`config.mk`:
```
export PLATFORM = sky130hd
export DESIGN_NAME = wt_dcache_inval_sched_flat
export DESIGN_NICKNAME = d
export VERILOG_FILES = /design/src/rtl/wt_dcache_inval_sched_if.sv /design/src/rtl/wt_dcache_inval_sched.sv /design/src/flat_wrapper.sv
export SDC_FILE = /design/constraint.sdc
export NUM_CORES = 1
export LEC_CHECK = 0
export CAP_MARGIN = 30
export CORE_AREA = 2 2 200 143
export DETAILED_ROUTE_END_ITERATION = 7
export DIE_AREA = 0 0 202 145
export HOLD_SLACK_MARGIN = 0.15
export PLACE_DENSITY = 0.91
export SLEW_MARGIN = 10
export SYNTH_ARGS = -nofsm -noshare
export SYNTH_HDL_FRONTEND = slang
export SYNTH_SLANG_ARGS = --single-unit
```
`constraint.sdc`:
```
create_clock -name clk_i -period 2.7 [get_ports clk_i]
set_input_delay 0.54 -clock clk_i [delete_from_list [all_inputs] [get_ports clk_i]]
set_output_delay 0.54 -clock clk_i [all_outputs]
set_load 0.01 [all_outputs]
```
`src/rtl/wt_dcache_inval_sched_if.sv`:
```
// Port bundle of the dcache invalidation scheduler: bus source, range source,
// invalidation-unit port and status. slave = scheduler side, master = environment.
interface wt_dcache_inval_sched_if #(
  parameter int unsigned PLEN            = 56,
  parameter int unsigned RANGE_CNT_WIDTH = 16
);
  logic                       bus_inv_vld_i;
  logic [PLEN-1:0]            bus_inv_paddr_i;
  logic                       bus_inv_rdy_o;
  logic                       rng_vld_i;
  logic [PLEN-1:0]            rng_paddr_i;
  logic [RANGE_CNT_WIDTH-1:0] rng_cnt_i;
  logic                       rng_rdy_o;
  logic                       rng_done_o;
  logic                       mem_inv_req_o;
  logic [PLEN-1:0]            mem_inv_paddr_o;
  logic                       mem_inv_ack_i;
  logic                       busy_o;

  modport slave (
    input  bus_inv_vld_i, bus_inv_paddr_i, rng_vld_i, rng_paddr_i, rng_cnt_i, mem_inv_ack_i,
    output bus_inv_rdy_o, rng_rdy_o, rng_done_o, mem_inv_req_o, mem_inv_paddr_o, busy_o
  );

  modport master (
    output bus_inv_vld_i, bus_inv_paddr_i, rng_vld_i, rng_paddr_i, rng_cnt_i, mem_inv_ack_i,
    input  bus_inv_rdy_o, rng_rdy_o, rng_done_o, mem_inv_req_o, mem_inv_paddr_o, busy_o
  );
endinterface

```
`src/rtl/wt_dcache_inval_sched.sv`:
```
// Round-robin invalidation scheduler: bus FIFO + range walker onto one req/ack port.
// Optional `WT_DCACHE_INVAL_MERGE_EN drops bus invalidations already queued.
module wt_dcache_inval_sched #(
  parameter int unsigned PLEN            = 56,
  parameter int unsigned OFFSET_WIDTH    = 4,
  parameter int unsigned FIFO_DEPTH      = 4,
  parameter int unsigned RANGE_CNT_WIDTH = 16
) (
  input logic                    clk_i,
  input logic                    rst_ni,
  wt_dcache_inval_sched_if.slave sched
);
  localparam int unsigned PTR_W = $clog2(FIFO_DEPTH);
  localparam int unsigned CNT_W = PTR_W + 1;
  localparam logic [PLEN-1:0] LINE_MASK  = {{(PLEN-OFFSET_WIDTH){1'b1}}, {OFFSET_WIDTH{1'b0}}};
  localparam logic [PLEN-1:0] LINE_BYTES = {{(PLEN-1){1'b0}}, 1'b1} << OFFSET_WIDTH;

  typedef enum logic [1:0] {R_IDLE, R_RUN, R_DONE} r_state_e;
  typedef enum logic       {O_IDLE, O_REQ}         o_state_e;
  typedef enum logic       {SRC_FIFO, SRC_WALK}    src_e;

  logic [PLEN-1:0]  fifo_mem [FIFO_DEPTH];
  logic [PTR_W-1:0] wr_ptr_q, rd_ptr_q;
  logic [CNT_W-1:0] cnt_q;
  logic             full, push, pop, bus_rdy;
  logic [PLEN-1:0]  bus_line;

  r_state_e                   r_state_q, r_state_d;
  logic [PLEN-1:0]            addr_q, addr_d;
  logic [RANGE_CNT_WIDTH-1:0] rem_q, rem_d;

  o_state_e        o_state_q, o_state_d;
  src_e            src_q, src_d;
  logic [PLEN-1:0] paddr_q, paddr_d;
  logic            rr_q, rr_d;
  logic            ack_fire, walk_adv, fifo_cand, walk_cand;

  assign bus_line  = sched.bus_inv_paddr_i & LINE_MASK;
  assign full      = (cnt_q == CNT_W'(FIFO_DEPTH));
  assign ack_fire  = (o_state_q == O_REQ) && sched.mem_inv_ack_i;
  assign pop       = ack_fire && (src_q == SRC_FIFO);
  assign walk_adv  = ack_fire && (src_q == SRC_WALK);
  assign fifo_cand = (cnt_q != '0);
  assign walk_cand = (r_state_q == R_RUN);

`ifdef WT_DCACHE_INVAL_MERGE_EN
  logic             inflight_fifo, match;
  logic [PTR_W-1:0] off;

  assign inflight_fifo = (o_state_q == O_REQ) && (src_q == SRC_FIFO);

  // The in-flight head is about to be popped, so it must not absorb a new request.
  always_comb begin
    match = 1'b0;
    off   = '0;
    for (int i = 0; i < FIFO_DEPTH; i++) begin
      off = PTR_W'(i) - rd_ptr_q;
      if ((CNT_W'(off) < cnt_q) && !((off == '0) && inflight_fifo) && (fifo_mem[i] == bus_line))
        match = 1'b1;
    end
  end

  assign bus_rdy = !full || match;
  assign push    = sched.bus_inv_vld_i && bus_rdy && !match;
`else
  assign bus_rdy = !full;
  assign push    = sched.bus_inv_vld_i && !full;
`endif

  // NOTE: storage is not reset; pointers and count alone define which entries are valid.
  always_ff @(posedge clk_i) begin
    if (push) fifo_mem[wr_ptr_q] <= bus_line;
  end

  // NOTE: sequential state uses non-blocking assignments so every flop samples pre-edge values.
  always_ff @(posedge clk_i) begin
    if (!rst_ni) begin
      wr_ptr_q <= '0;
      rd_ptr_q <= '0;
      cnt_q    <= '0;
    end else begin
      if (push) wr_ptr_q <= wr_ptr_q + PTR_W'(1);
      if (pop)  rd_ptr_q <= rd_ptr_q + PTR_W'(1);
      case ({push, pop})
        2'b10:   cnt_q <= cnt_q + CNT_W'(1);
        2'b01:   cnt_q <= cnt_q - CNT_W'(1);
        default: cnt_q <= cnt_q;
      endcase
    end
  end

  // NOTE: every always_comb output is defaulted first so no path can infer a latch.
  always_comb begin
    r_state_d = r_state_q;
    addr_d    = addr_q;
    rem_d     = rem_q;
    case (r_state_q)
      R_IDLE: if (sched.rng_vld_i) begin
        if (sched.rng_cnt_i == '0) begin
          r_state_d = R_DONE;
        end else begin
          addr_d    = sched.rng_paddr_i & LINE_MASK;
          rem_d     = sched.rng_cnt_i;
          r_state_d = R_RUN;
        end
      end
      R_RUN: if (walk_adv) begin
        addr_d = addr_q + LINE_BYTES;
        rem_d  = rem_q - RANGE_CNT_WIDTH'(1);
        if (rem_q == RANGE_CNT_WIDTH'(1)) r_state_d = R_DONE;
      end
      default: r_state_d = R_IDLE;
    endcase
  end

  always_comb begin
    o_state_d = o_state_q;
    src_d     = src_q;
    paddr_d   = paddr_q;
    rr_d      = rr_q;
    case (o_state_q)
      O_IDLE: begin
        if (fifo_cand && (!walk_cand || !rr_q)) begin
          src_d     = SRC_FIFO;
          paddr_d   = fifo_mem[rd_ptr_q];
          o_state_d = O_REQ;
        end else if (walk_cand) begin
          src_d     = SRC_WALK;
          paddr_d   = addr_q;
          o_state_d = O_REQ;
        end
      end
      default: if (sched.mem_inv_ack_i) begin
        rr_d      = (src_q == SRC_FIFO);
        o_state_d = O_IDLE;
      end
    endcase
  end

  always_ff @(posedge clk_i) begin
    if (!rst_ni) begin
      r_state_q <= R_IDLE;
      addr_q    <= '0;
      rem_q     <= '0;
      o_state_q <= O_IDLE;
      src_q     <= SRC_FIFO;
      paddr_q   <= '0;
      rr_q      <= 1'b0;
    end else begin
      r_state_q <= r_state_d;
      addr_q    <= addr_d;
      rem_q     <= rem_d;
      o_state_q <= o_state_d;
      src_q     <= src_d;
      paddr_q   <= paddr_d;
      rr_q      <= rr_d;
    end
  end

  assign sched.bus_inv_rdy_o   = bus_rdy;
  assign sched.rng_rdy_o       = (r_state_q == R_IDLE);
  assign sched.rng_done_o      = (r_state_q == R_DONE);
  assign sched.mem_inv_req_o   = (o_state_q == O_REQ);
  assign sched.mem_inv_paddr_o = paddr_q;
  assign sched.busy_o          = fifo_cand || (r_state_q != R_IDLE) || (o_state_q == O_REQ);
endmodule

```
`src/flat_wrapper.sv`:
```
// flat-port wrapper written by rule: the top's interface ports become plain ports
module wt_dcache_inval_sched_flat 
#(
  parameter int unsigned PLEN            = 56,
  parameter int unsigned OFFSET_WIDTH    = 4,
  parameter int unsigned FIFO_DEPTH      = 4,
  parameter int unsigned RANGE_CNT_WIDTH = 16
)
  (clk_i, rst_ni, sched_bus_inv_vld_i, sched_bus_inv_paddr_i, sched_rng_vld_i, sched_rng_paddr_i, sched_rng_cnt_i, sched_mem_inv_ack_i, sched_bus_inv_rdy_o, sched_rng_rdy_o, sched_rng_done_o, sched_mem_inv_req_o, sched_mem_inv_paddr_o, sched_busy_o);
  wt_dcache_inval_sched_if #(.PLEN(PLEN), .RANGE_CNT_WIDTH(RANGE_CNT_WIDTH)) sched_i ();
  input logic clk_i;
  input logic rst_ni;
  input wire logic [$bits(sched_i.bus_inv_vld_i)-1:0] sched_bus_inv_vld_i;
  input wire logic [$bits(sched_i.bus_inv_paddr_i)-1:0] sched_bus_inv_paddr_i;
  input wire logic [$bits(sched_i.rng_vld_i)-1:0] sched_rng_vld_i;
  input wire logic [$bits(sched_i.rng_paddr_i)-1:0] sched_rng_paddr_i;
  input wire logic [$bits(sched_i.rng_cnt_i)-1:0] sched_rng_cnt_i;
  input wire logic [$bits(sched_i.mem_inv_ack_i)-1:0] sched_mem_inv_ack_i;
  output wire logic [$bits(sched_i.bus_inv_rdy_o)-1:0] sched_bus_inv_rdy_o;
  output wire logic [$bits(sched_i.rng_rdy_o)-1:0] sched_rng_rdy_o;
  output wire logic [$bits(sched_i.rng_done_o)-1:0] sched_rng_done_o;
  output wire logic [$bits(sched_i.mem_inv_req_o)-1:0] sched_mem_inv_req_o;
  output wire logic [$bits(sched_i.mem_inv_paddr_o)-1:0] sched_mem_inv_paddr_o;
  output wire logic [$bits(sched_i.busy_o)-1:0] sched_busy_o;
  assign sched_i.bus_inv_vld_i = sched_bus_inv_vld_i;
  assign sched_i.bus_inv_paddr_i = sched_bus_inv_paddr_i;
  assign sched_i.rng_vld_i = sched_rng_vld_i;
  assign sched_i.rng_paddr_i = sched_rng_paddr_i;
  assign sched_i.rng_cnt_i = sched_rng_cnt_i;
  assign sched_i.mem_inv_ack_i = sched_mem_inv_ack_i;
  assign sched_bus_inv_rdy_o = sched_i.bus_inv_rdy_o;
  assign sched_rng_rdy_o = sched_i.rng_rdy_o;
  assign sched_rng_done_o = sched_i.rng_done_o;
  assign sched_mem_inv_req_o = sched_i.mem_inv_req_o;
  assign sched_mem_inv_paddr_o = sched_i.mem_inv_paddr_o;
  assign sched_busy_o = sched_i.busy_o;
  wt_dcache_inval_sched #(.PLEN(PLEN), .OFFSET_WIDTH(OFFSET_WIDTH), .FIFO_DEPTH(FIFO_DEPTH), .RANGE_CNT_WIDTH(RANGE_CNT_WIDTH)) u_core (.clk_i(clk_i), .rst_ni(rst_ni), .sched(sched_i));
endmodule
```
==> impl_metrics.csv <==
group,metric,value,unit
logic_synthesis,syn_inst,1243,
critical_path,path_class,"reg2reg",
critical_path,worstPathCellList,"ha_1 -> nand4_1 -> nor4_2 -> nand3_1 -> or4b_1 -> a31oi_1",
critical_path,r2r_cells,6,
grt,overflow,0,
pwr,p_switching,4.90,mW
drt,routed_wl,43400,µm
floorplanning,die_w,202,µm
floorplanning,core,27400,µm²
grt,grt_pass1_wl,66500,µm
clock_tree,cts_buffers,34,
clock_tree,cts_root_buf,"clkbuf_16",
pwr,pwr_density_cell,861,nW/µm²
pwr,clkPwrFrac,31.3,%
floorplanning,die-area,29300,µm²
floorplanning,initial_utilization,55.3,%
hold_path,min_path_cells,2,
drt,drcViolationCount,0,
sta,fin_setup_tns,0,ns
clock_tree,ctsHoldBuffers,0,
pwr,pwr-share-comb,27.0,%
drt,routed_via_density,6.47,
pwr,pwr-share-seq,41.8,%
hold_path,hold_class,"reg2reg",
drt,vias,11817,
logic_synthesis,synthTopCellsByArea,"edfxtp_1 (41%), dfxtp_1 (18%), mux4_2 (7.7%), mux2i_1 (3.7%), a211oi_1 (3.2%)",
sta,setup_ws,0.159,ns
critical_path,crit_arrival,2.98,ns
grt,grt_pass1_vias,11708,
sta,setup_viol,0,
hold_path,min_to,"u_core.rem_q[6]$_SDFFE_PN0P_",
clock_tree,post_cts_resized,0,
pwr,ir_drop,0.604,mV
floorplanning,die_h,145,µm
logic_synthesis,ys.warnings.count,0,
sta,rsz0062_at_grt,"false",
sta,skew,0.0158,ns
clock_tree,cts_tree,"built",
place,gp_congestion,0.943,
floorplanning,core.rowCount,51,
clock_tree,cts_buffer_depth,3,
drt,ant_nets,0,
pwr,p_leak,6.52,nW
final_layout,area_delta_synth_final,25.4,%
final_layout,fill_cells,1836,
critical_path,endpoint_kind,"flip-flop",
grt,grt_max_degree,80,
pwr,p_sw_share,30.0,%
final_layout,final_layout_size_suffix_gt1_share,14.2,%
logic_synthesis,postSynthAreaPerCell,12.2,µm²
critical_path,crit_fanout,7,
logic_synthesis,synth.yosys.seq_area_share,59.1,%
grt,antenna_found_initial,1,
sta,final.min_clock_period,2.54,ns
critical_path,r2r_slack,0.16,ns
critical_path,max_stage_delay,0.59,ns
sta,fin_crit_sh,94.1,%
sta,slew_violations,0,
logic_synthesis,synth_area_leader_cell,"edfxtp_1",
clock_tree,h-tree-depth,2,
critical_path,r2r_end,"u_core.addr_q[52]$_SDFFE_PN0P_",
clock_tree,cts_setup_buffers,0,
run,cap_violations,0,
floorplanning,ios,194,
clock_tree,clock_latency,0.52,ns
logic_synthesis,synthDistinctLibCells,74,
place,numPortBuffers,185,
critical_path,r2r-start,"u_core.addr_q[4]$_SDFFE_PN0P_",
sta,hold_ws,0.478,ns
sta,slew_headroom,59.1,%
drt,firstDrtPassIters,6,
logic_synthesis,async_flop_share,0,%
place,dpl_worst_slack,-0.148,ns
drt,routedWlPerCell,23.7,µm
run_status,status,"completed",
drt,drt-initial-drc-count,1348,
logic_synthesis,synth-seq-cells,343,
grt,grt_usage,29.3,%
critical_path,critPathRequiredTime,3.13,ns
final_layout,final_core_util,69.4,%
place,dp_hpwl,28300,µm
final_layout,final_cells,1827,
logic_synthesis,synth_edf_count,208,
sta,hold_violations,0,
logic_synthesis,synthFlopType,"edfxtp_1",
logic_synthesis,synthesis.area,15100,µm²
place,post-place-cells,1764,
final_layout,nNetsFinal,1571,
clock_tree,clkTransAtPathRegs,0.06,ns
critical_path,cp_slowest_cell,"or4b_1",
sta,max_freq,393,MHz
critical_path,critPathLaunchType,"flip-flop",
logic_synthesis,yosysTopAreaCellShare,41.3,%
hold_path,min-delay-start,"u_core.rem_q[6]$_SDFFE_PN0P_",
pwr,p_int,11.4,mW
clock_tree,cts_num_sinks,343,
logic_synthesis,synth.net_count,1385,
sta,worst_pin_slew,0.613,ns
[cells in the mapped netlist (all sizes together) (8+ instances only)]
master    n
buf      28
nand2    80
a21oi    60
nor2    118
nor3     26
and3     14
edfxtp  208
nor4     32
dfxtp   135
a211oi   64
nand4    33
o22ai    10
mux2i    56
o21ai    44
mux4     52
inv      15
and2     11
ha        8
clkbuf   73
o31a     11
nand3    31
o211ai   10
[registers in the layout (all words and copies together) (netlist names), named ones only]
register                      cells
u_core.fifo_mem                 208
u_core.src_q                      1
u_core.rr_q                       1
u_core.rd_ptr_q                   2
u_core.rem_q                     16
u_core.addr_q                    52
u_core.r_state_q                  2
u_core.sched.mem_inv_paddr_o     53
u_core.cnt_q                      3
u_core.sched.mem_inv_req_o        1
u_core.wr_ptr_q                   2
[power by group through the flow]
stage                     logic, mW  registers [mW]  clock network (mW)
after detailed placement       4.33            6.90                   0
after global routing           4.71            6.90                5.37
after global placement         4.19            6.86                   0
after CTS                      4.39            6.81                5.15
after floorplan                2.47            6.86                   0
final                          4.41            6.83                5.11
[worst max path at each step]
stage / startpoint / endpoint / slack [ns]
after global routing: u_core.addr_q[4]$_SDFFE_PN0P_ / u_core.addr_q[52]$_SDFFE_PN0P_ / 0.02
final: u_core.addr_q[4]$_SDFFE_PN0P_ / u_core.addr_q[52]$_SDFFE_PN0P_ / 0.16
after global placement: sched_mem_inv_ack_i / u_core.addr_q[4]$_SDFFE_PN0P_ / -0.03
after detailed placement: sched_mem_inv_ack_i / u_core.addr_q[4]$_SDFFE_PN0P_ / -0.15
after CTS: u_core.addr_q[4]$_SDFFE_PN0P_ / u_core.addr_q[32]$_SDFFE_PN0P_ / 0.20
after floorplan: u_core.cnt_q[0]$_SDFFE_PN0P_ / u_core.fifo_mem[0][0]$_DFFE_PP_ / 0.37
[cells in the final DEF (no fill, tap or decap), types with 5 or more instances in the layout]
| master | count |
|---|---|
| o21a_1 | 6 |
| o31ai_1 | 7 |
| ha_1 | 8 |
| nand2b_1 | 6 |
| nor3_1 | 25 |
| a21o_1 | 6 |
| buf_4 | 52 |
| clkbuf_8 | 8 |
| or3_1 | 6 |
| a31oi_1 | 7 |
| a21oi_1 | 58 |
| clkdlybuf4s50_1 | 185 |
| a32o_1 | 5 |
| or4_1 | 5 |
| buf_12 | 14 |
| o21ai_0 | 43 |
| nor2_1 | 118 |
| and2_1 | 11 |
| and3_1 | 10 |
| nor4_1 | 30 |
| clkbuf_16 | 36 |
| nand2_1 | 80 |
| mux4_2 | 52 |
| o22ai_1 | 10 |
| and4_1 | 6 |
| nand4_1 | 33 |
| clkinv_2 | 6 |
| a211oi_1 | 64 |
| edfxtp_1 | 208 |
| dfxtp_1 | 133 |
| mux2i_1 | 56 |
| o31a_1 | 11 |
| o211ai_1 | 10 |
| o221a_2 | 5 |
| nand3_1 | 29 |
| inv_1 | 15 |
[cell families after synthesis]
logic type               synth area share (%)
adder cells (fa/ha/maj)                 0.793
multiplexers                             11.5
AO/OA/AOI/OAI                            12.2
buffers and inverters                    3.13
flip-flops                               59.1
XOR/XNOR                                0.289
AND/OR/NAND/NOR                          13.0
[worst max-delay path: cells and delay by family (launching register included)]
kind	cells	cell delay, ns
AOI/OAI and AO/OA	1	0.17
adders and majority gates	1	0.27
DFF	1	0.35
and+or+nand+nor	4	1.68
[per-layer routing]
| metal | global-route usage [%] | up-vias | share of wire [%] |
|---|---|---|---|
| met4 | 9.30 | 0 | 2.7 |
| met5 | 0 | - | 0 |
| li1 | - | 5205 | - |
| met3 | 5.71 | 106 | 11 |
| met2 | 45.6 | 762 | 46 |
| met1 | 41.8 | 5744 | 41 |
[final cells by class]
type | instances | area (µm²) | area share, %
Tap cell | 371 | 464 | 2.44
Multi-Input combinational cell | 783 | 5760 | 30.3
Clock buffer | 45 | 1010 | 5.34
Antenna cell | 1 | 2.50 | 0.0132
Sequential cell | 343 | 8950 | 47.2
Inverter | 16 | 60.1 | 0.316
Clock inverter | 17 | 210 | 1.11
Timing Repair Buffer | 251 | 2520 | 13.3
[per-stage QoR]
stage | total power [mW] | cell area [µm²]
finish | 16.3 | 19000
global route | 17.0 | 19000
CTS | 16.4 | 19000
detailed placement | 11.2 | 17800
global placement | 11.1 | 17800
floorplan | 9.32 | 15100
(Power assumes the default switching activity.)
==> edit 1 (same settings) <==
`OFFSET_WIDTH` is set to 4 in 2 places; all go to 5.
--- a/src/rtl/wt_dcache_inval_sched.sv
+++ b/src/rtl/wt_dcache_inval_sched.sv
@@ -4,3 +4,3 @@
   parameter int unsigned PLEN            = 56,
-  parameter int unsigned OFFSET_WIDTH    = 4,
+  parameter int unsigned OFFSET_WIDTH    = 5,
   parameter int unsigned FIFO_DEPTH      = 4,
--- a/src/flat_wrapper.sv
+++ b/src/flat_wrapper.sv
@@ -4,3 +4,3 @@
   parameter int unsigned PLEN            = 56,
-  parameter int unsigned OFFSET_WIDTH    = 4,
+  parameter int unsigned OFFSET_WIDTH    = 5,
   parameter int unsigned FIFO_DEPTH      = 4,
Formal check against the unedited RTL: not equivalent (a bounded check fails within 4 cycles, from zero or initial values and one cycle with rst_ni low).
==> edit 1 against the original RTL <==
Sequential power down 2%. Worst setup slack improved by 0.061 ns. Largest power group unchanged. Register-to-register slack improved by 0.20 ns. Synthesized area shrank 0.67%. Routed wire length down 5.6%. Core utilization down 2.0 points. Hold slack gained 0.019 ns. Power decreased by 7.5%. Highest routed layer is now met5. Final area fell by 2.9%. Combinational power down 6.3%. Sequential cell count down 6.
==> edit 1: results (changes against the original RTL) <==
Status:
- Status: complete, no violations (unchanged).

Clock network:
- The clock sink count is 337 (was 343).
- The TritonCTS buffer count is 31 (was 34).
- The H-tree depth is 1 (was 2).
- The worst-skew pair later-pin latency came to 0.57 ns (was 0.52 ns).

Cells and area:
- The clock buffer instance count of the final layout was 37 (was 45).
- The number of nets in the final layout is 1564 (was 1571).
- The number of fill cells in the layout is 1889 (was 1836).
- The fraction of layout instances using a drive strength above 1 is 13.1% (was 14.2%).
- The proportion of cell area occupied by registers came to 47.7% (was 47.2%).
- The number of ordinary inverters in the final layout is 18 (was 16).
- The final instance area came to 18400 um^2 (was 19000 um^2).
- The number of multi-input logic gates is 798 (was 783).
- The proportion of final cell area spent on non-clock buffers is 12.5% (was 13.3%).
- The number of flip-flops under the largest register name was 204 (was 208).
- The number of signal-net buffers in the layout is 236 (was 251).

Synth:
- Top post-synthesis cells by area: edfxtp_1 (41%), dfxtp_1 (18%), mux4_2 (7.6%) (was edfxtp_1 (41%), dfxtp_1 (18%), mux4_2 (7.7%)).
- The sequential cell area fraction in the yosys report came to 58.4% (was 59.1%).
- The area share of fa/ha/maj cells after synthesis was 0.799% (was 0.793%).
- The share of synthesized area spent on multiplexers is 11.9% (was 11.5%).
- The number of enable-type register cells in the synthesized netlist is 204 (was 208).
- The post-synthesis cell type count is 73 (was 74).
- The xor/xnor share of the synthesized area came to 0.349% (was 0.289%).
- The mean instance size in the synthesized netlist is 12.1 um^2 (was 12.2 um^2).
- The net count after synthesis is 1388 (was 1385).

Placed design:
- The total cell area at the placement stage is 17400 um^2 (was 17800 um^2).
- The half-perimeter wire length of the detailed placement result was 27600 um (was 28300 um).
- The routability-driven placement congestion ratio is 0.939 (was 0.943).
- The number of port buffers is 183 (was 185).

Critical path:
- The dominant delay contributor by cell family on the critical path is flip-flops (was simple AND/OR/NAND/NOR gates).
- The data arrival time of the critical path is 1.94 ns (was 2.98 ns).
- The maximum fanout count along the critical path came to 9 (was 7).

Drt:
- The final wirelength is 40900 um (was 43400 um).
- The vias per cell came to 6.36 (was 6.47).
- The length of routed met3 wiring is 4250 um (was 4710 um).
- The DRC violation total after the first TritonRoute iteration is 1457 (was 1348).
- The routed metal-1 wire length is 16700 um (was 17600 um).
- The highest metal layer with signal wires is met5 (was met4).
- The met2 wirelength from detailed routing is 18800 um (was 19900 um).

STA:
- The final worst clock skew is 0.00991 ns (was 0.0158 ns).

Pwr:
- The standby leakage power is 6.32 nW (was 6.52 nW).

GRT:
- The met2 routing resource usage after global routing is 42.6% (was 45.6%).
- The overall routing resource usage is 27.4% (was 29.3%).
- The met3 track utilization from global routing was 5.05% (was 5.71%).
- The number of global-route vias before repair is 11200 (was 11700).
- The initial antenna violation count is 4 (was 1).
- The first-pass GRT wire length is 63100 um (was 66500 um).

Floorplan:
- The initial core utilization is 54.9% (was 55.3%).
-- edit 1: where the power goes --
group	internal, mW	switching (mW)	total, mW
combinational	1.98	2.15	4.13
clock	2.41	1.91	4.32
sequential	6.16	0.504	6.67
total	10.6	4.56	15.1
-- edit 1: path summary, 6_finish.rpt --
path / startpoint / to / slack [ns] / cells after the start
worst min-delay path: u_core.rem_q[6]$_SDFFE_PN0P_ / u_core.rem_q[6]$_SDFFE_PN0P_ / 0.50 / 2
worst max-delay path: u_core.r_state_q[1]$_SDFFE_PN0P_ / sched_busy_o / 0.22 / 3
worst min register to register: u_core.rem_q[6]$_SDFFE_PN0P_ / u_core.rem_q[6]$_SDFFE_PN0P_ / 0.50 / 2
worst max register to register: u_core.addr_q[14]$_SDFFE_PN0P_ / u_core.addr_q[54]$_SDFFE_PN0P_ / 0.36 / 5
-- edit 1: worst reg2reg max path: stages (launching register included) --
cell	delay (ns)
dfxtp_1	0.53
and4_1	0.41
and4_1	0.28
nand4b_1	0.33
or4_1	0.63
o211ai_1	0.09
==> edit 2 (same flow settings) <==
Without the edit above. `addr_q` no longer has a reset.
--- a/src/rtl/wt_dcache_inval_sched.sv
+++ b/src/rtl/wt_dcache_inval_sched.sv
@@ -142,3 +142,2 @@
       r_state_q <= R_IDLE;
-      addr_q    <= '0;
       rem_q     <= '0;
@@ -150,3 +149,2 @@
       r_state_q <= r_state_d;
-      addr_q    <= addr_d;
       rem_q     <= rem_d;
@@ -157,2 +155,6 @@
     end
+  end
+
+  always_ff @(posedge clk_i) begin
+    addr_q <= addr_d;
   end
Function: same outputs for any inputs over 4 cycles, from zero or initial values and one cycle with rst_ni low; that may be too few to reach the edited logic, so the function may still have changed.
==> edit 2 against the original RTL <==
Routed wire length down 14%. First-iteration DRC count decreased by 29%. Worst setup slack improved by 0.038 ns. Final cell count decreased by 8.4%. Sequential cell count is 1 lower. Power is 7.1% lower. Clock skew grew 0.0030 ns. Final area is 2.7% lower. Sequential share of layout area rose by 4.0 points. Synthesized area fell by 1.2%. Largest cell class unchanged. Largest power group unchanged. Highest routed layer is now met5.
==> edit 2: results (changes against the original RTL) <==
Status:
- Status: complete, no violations (unchanged).

Cells and area:
- The number of nets in the final layout is 1417 (was 1571).
- The fraction of layout instances using a drive strength above 1 is 12.8% (was 14.2%).
- The number of ordinary inverters in the final layout came to 14 (was 16).
- The final instance area came to 18500 um^2 (was 19000 um^2).
- The number of multi-input logic gates is 676 (was 783).
- The flip-flop and latch area is 9460 um^2 (was 8950 um^2).
- The number of signal-net buffers in the layout is 210 (was 251).
- The number of antenna cells inserted is 2 (was 1).

Drt:
- The DRC violation total after the first TritonRoute iteration is 957 (was 1348).
- The routed metal-1 wire length is 16000 um (was 17600 um).
- The detailed-route via count came to 10100 (was 11800).
- The final wirelength is 37100 um (was 43400 um).
- The highest metal layer with signal wires is met5 (was met4).
- The met2 wirelength from detailed routing came to 16800 um (was 19900 um).

Synth:
- The xor/xnor share of the synthesized area is 2.58% (was 0.289%).
- The sequential cell area fraction in the yosys report is 63.2% (was 59.1%).
- The post-synthesis cell type count was 61 (was 74).
- The share of the synthesized area in compound gates (AO/OA/AOI/OAI) was 6.84% (was 12.2%).
- The mean instance size in the synthesized netlist was 13.5 um^2 (was 12.2 um^2).

STA:
- The setup slack of the critical path after layout came to 0.196 ns (was 0.159 ns).
- The tightest hold margin is 0.469 ns (was 0.478 ns).
- The transition time of the tightest slew-check pin is 0.600 ns (was 0.613 ns).

GRT:
- The initial antenna violation count was 6 (was 1).
- The first-pass GRT wire length came to 56900 um (was 66500 um).
- The pin count of the biggest net entering global routing is 105 (was 80).
- The met2 routing resource usage after global routing came to 38.4% (was 45.6%).

Placed design:
- The total cell area at the placement stage is 17300 um^2 (was 17800 um^2).
- The half-perimeter wire length of the detailed placement result is 23600 um (was 28300 um).
- The number of port buffers is 181 (was 185).
- The pre-CTS setup slack is 0.0786 ns (was -0.148 ns).
- The total instance count after detailed placement came to 1613 (was 1764).

Clock network:
- The worst-skew pair later-pin latency is 0.58 ns (was 0.52 ns).
- The clock sink count came to 342 (was 343).

Worst hold path:
- The launch instance of the worst min-delay path is u_core.rem_q[7]$_SDFFE_PN0P_ (was u_core.rem_q[6]$_SDFFE_PN0P_).
- The end of the worst hold path is u_core.rem_q[7]$_SDFFE_PN0P_ (was u_core.rem_q[6]$_SDFFE_PN0P_).

Critical path:
- The master of the slowest instance on the critical path is nor4_1 (was or4b_1).
- The startpoint of the worst register-to-register path was u_core.addr_q[4]$_DFFE_PP_ (was u_core.addr_q[4]$_SDFFE_PN0P_).

Pwr:
- The worst supply voltage drop on vdd came to 0.649 mV (was 0.604 mV).
- The standby leakage power is 6.35 nW (was 6.52 nW).
-- edit 2: changes by cell type after synthesis, sizes merged, moves of 25 or more --
cell,unedited run,this run
xnor2,2,33
edfxtp,208,260
a21oi,60,23
nor2,118,88
nand2,80,105
clkbuf,73,48
dfxtp,135,82
-- edit 2: report_power, final --
group | internal (mW) | total [mW] | leakage [nW] | switching, mW
clock network | 2.91 | 4.87 | 0.572 | 1.96
logic | 1.75 | 3.57 | 2.69 | 1.82
registers | 6.33 | 6.75 | 3.09 | 0.420
total | 11.0 | 15.2 | 6.35 | 4.20
-- edit 2: repair_timing --
action                                  in CTS  in global routing
hold buffers                                 0                  0
resized for setup                            1                  0
endpoints found under the setup margin       1                  0
-- edit 2: worst min-delay path: cells and delay by family (launching register included) --
kind	cells	cell delay (ns)
flops	1	0.31
compound gates	1	0.06
simple gates	1	0.05
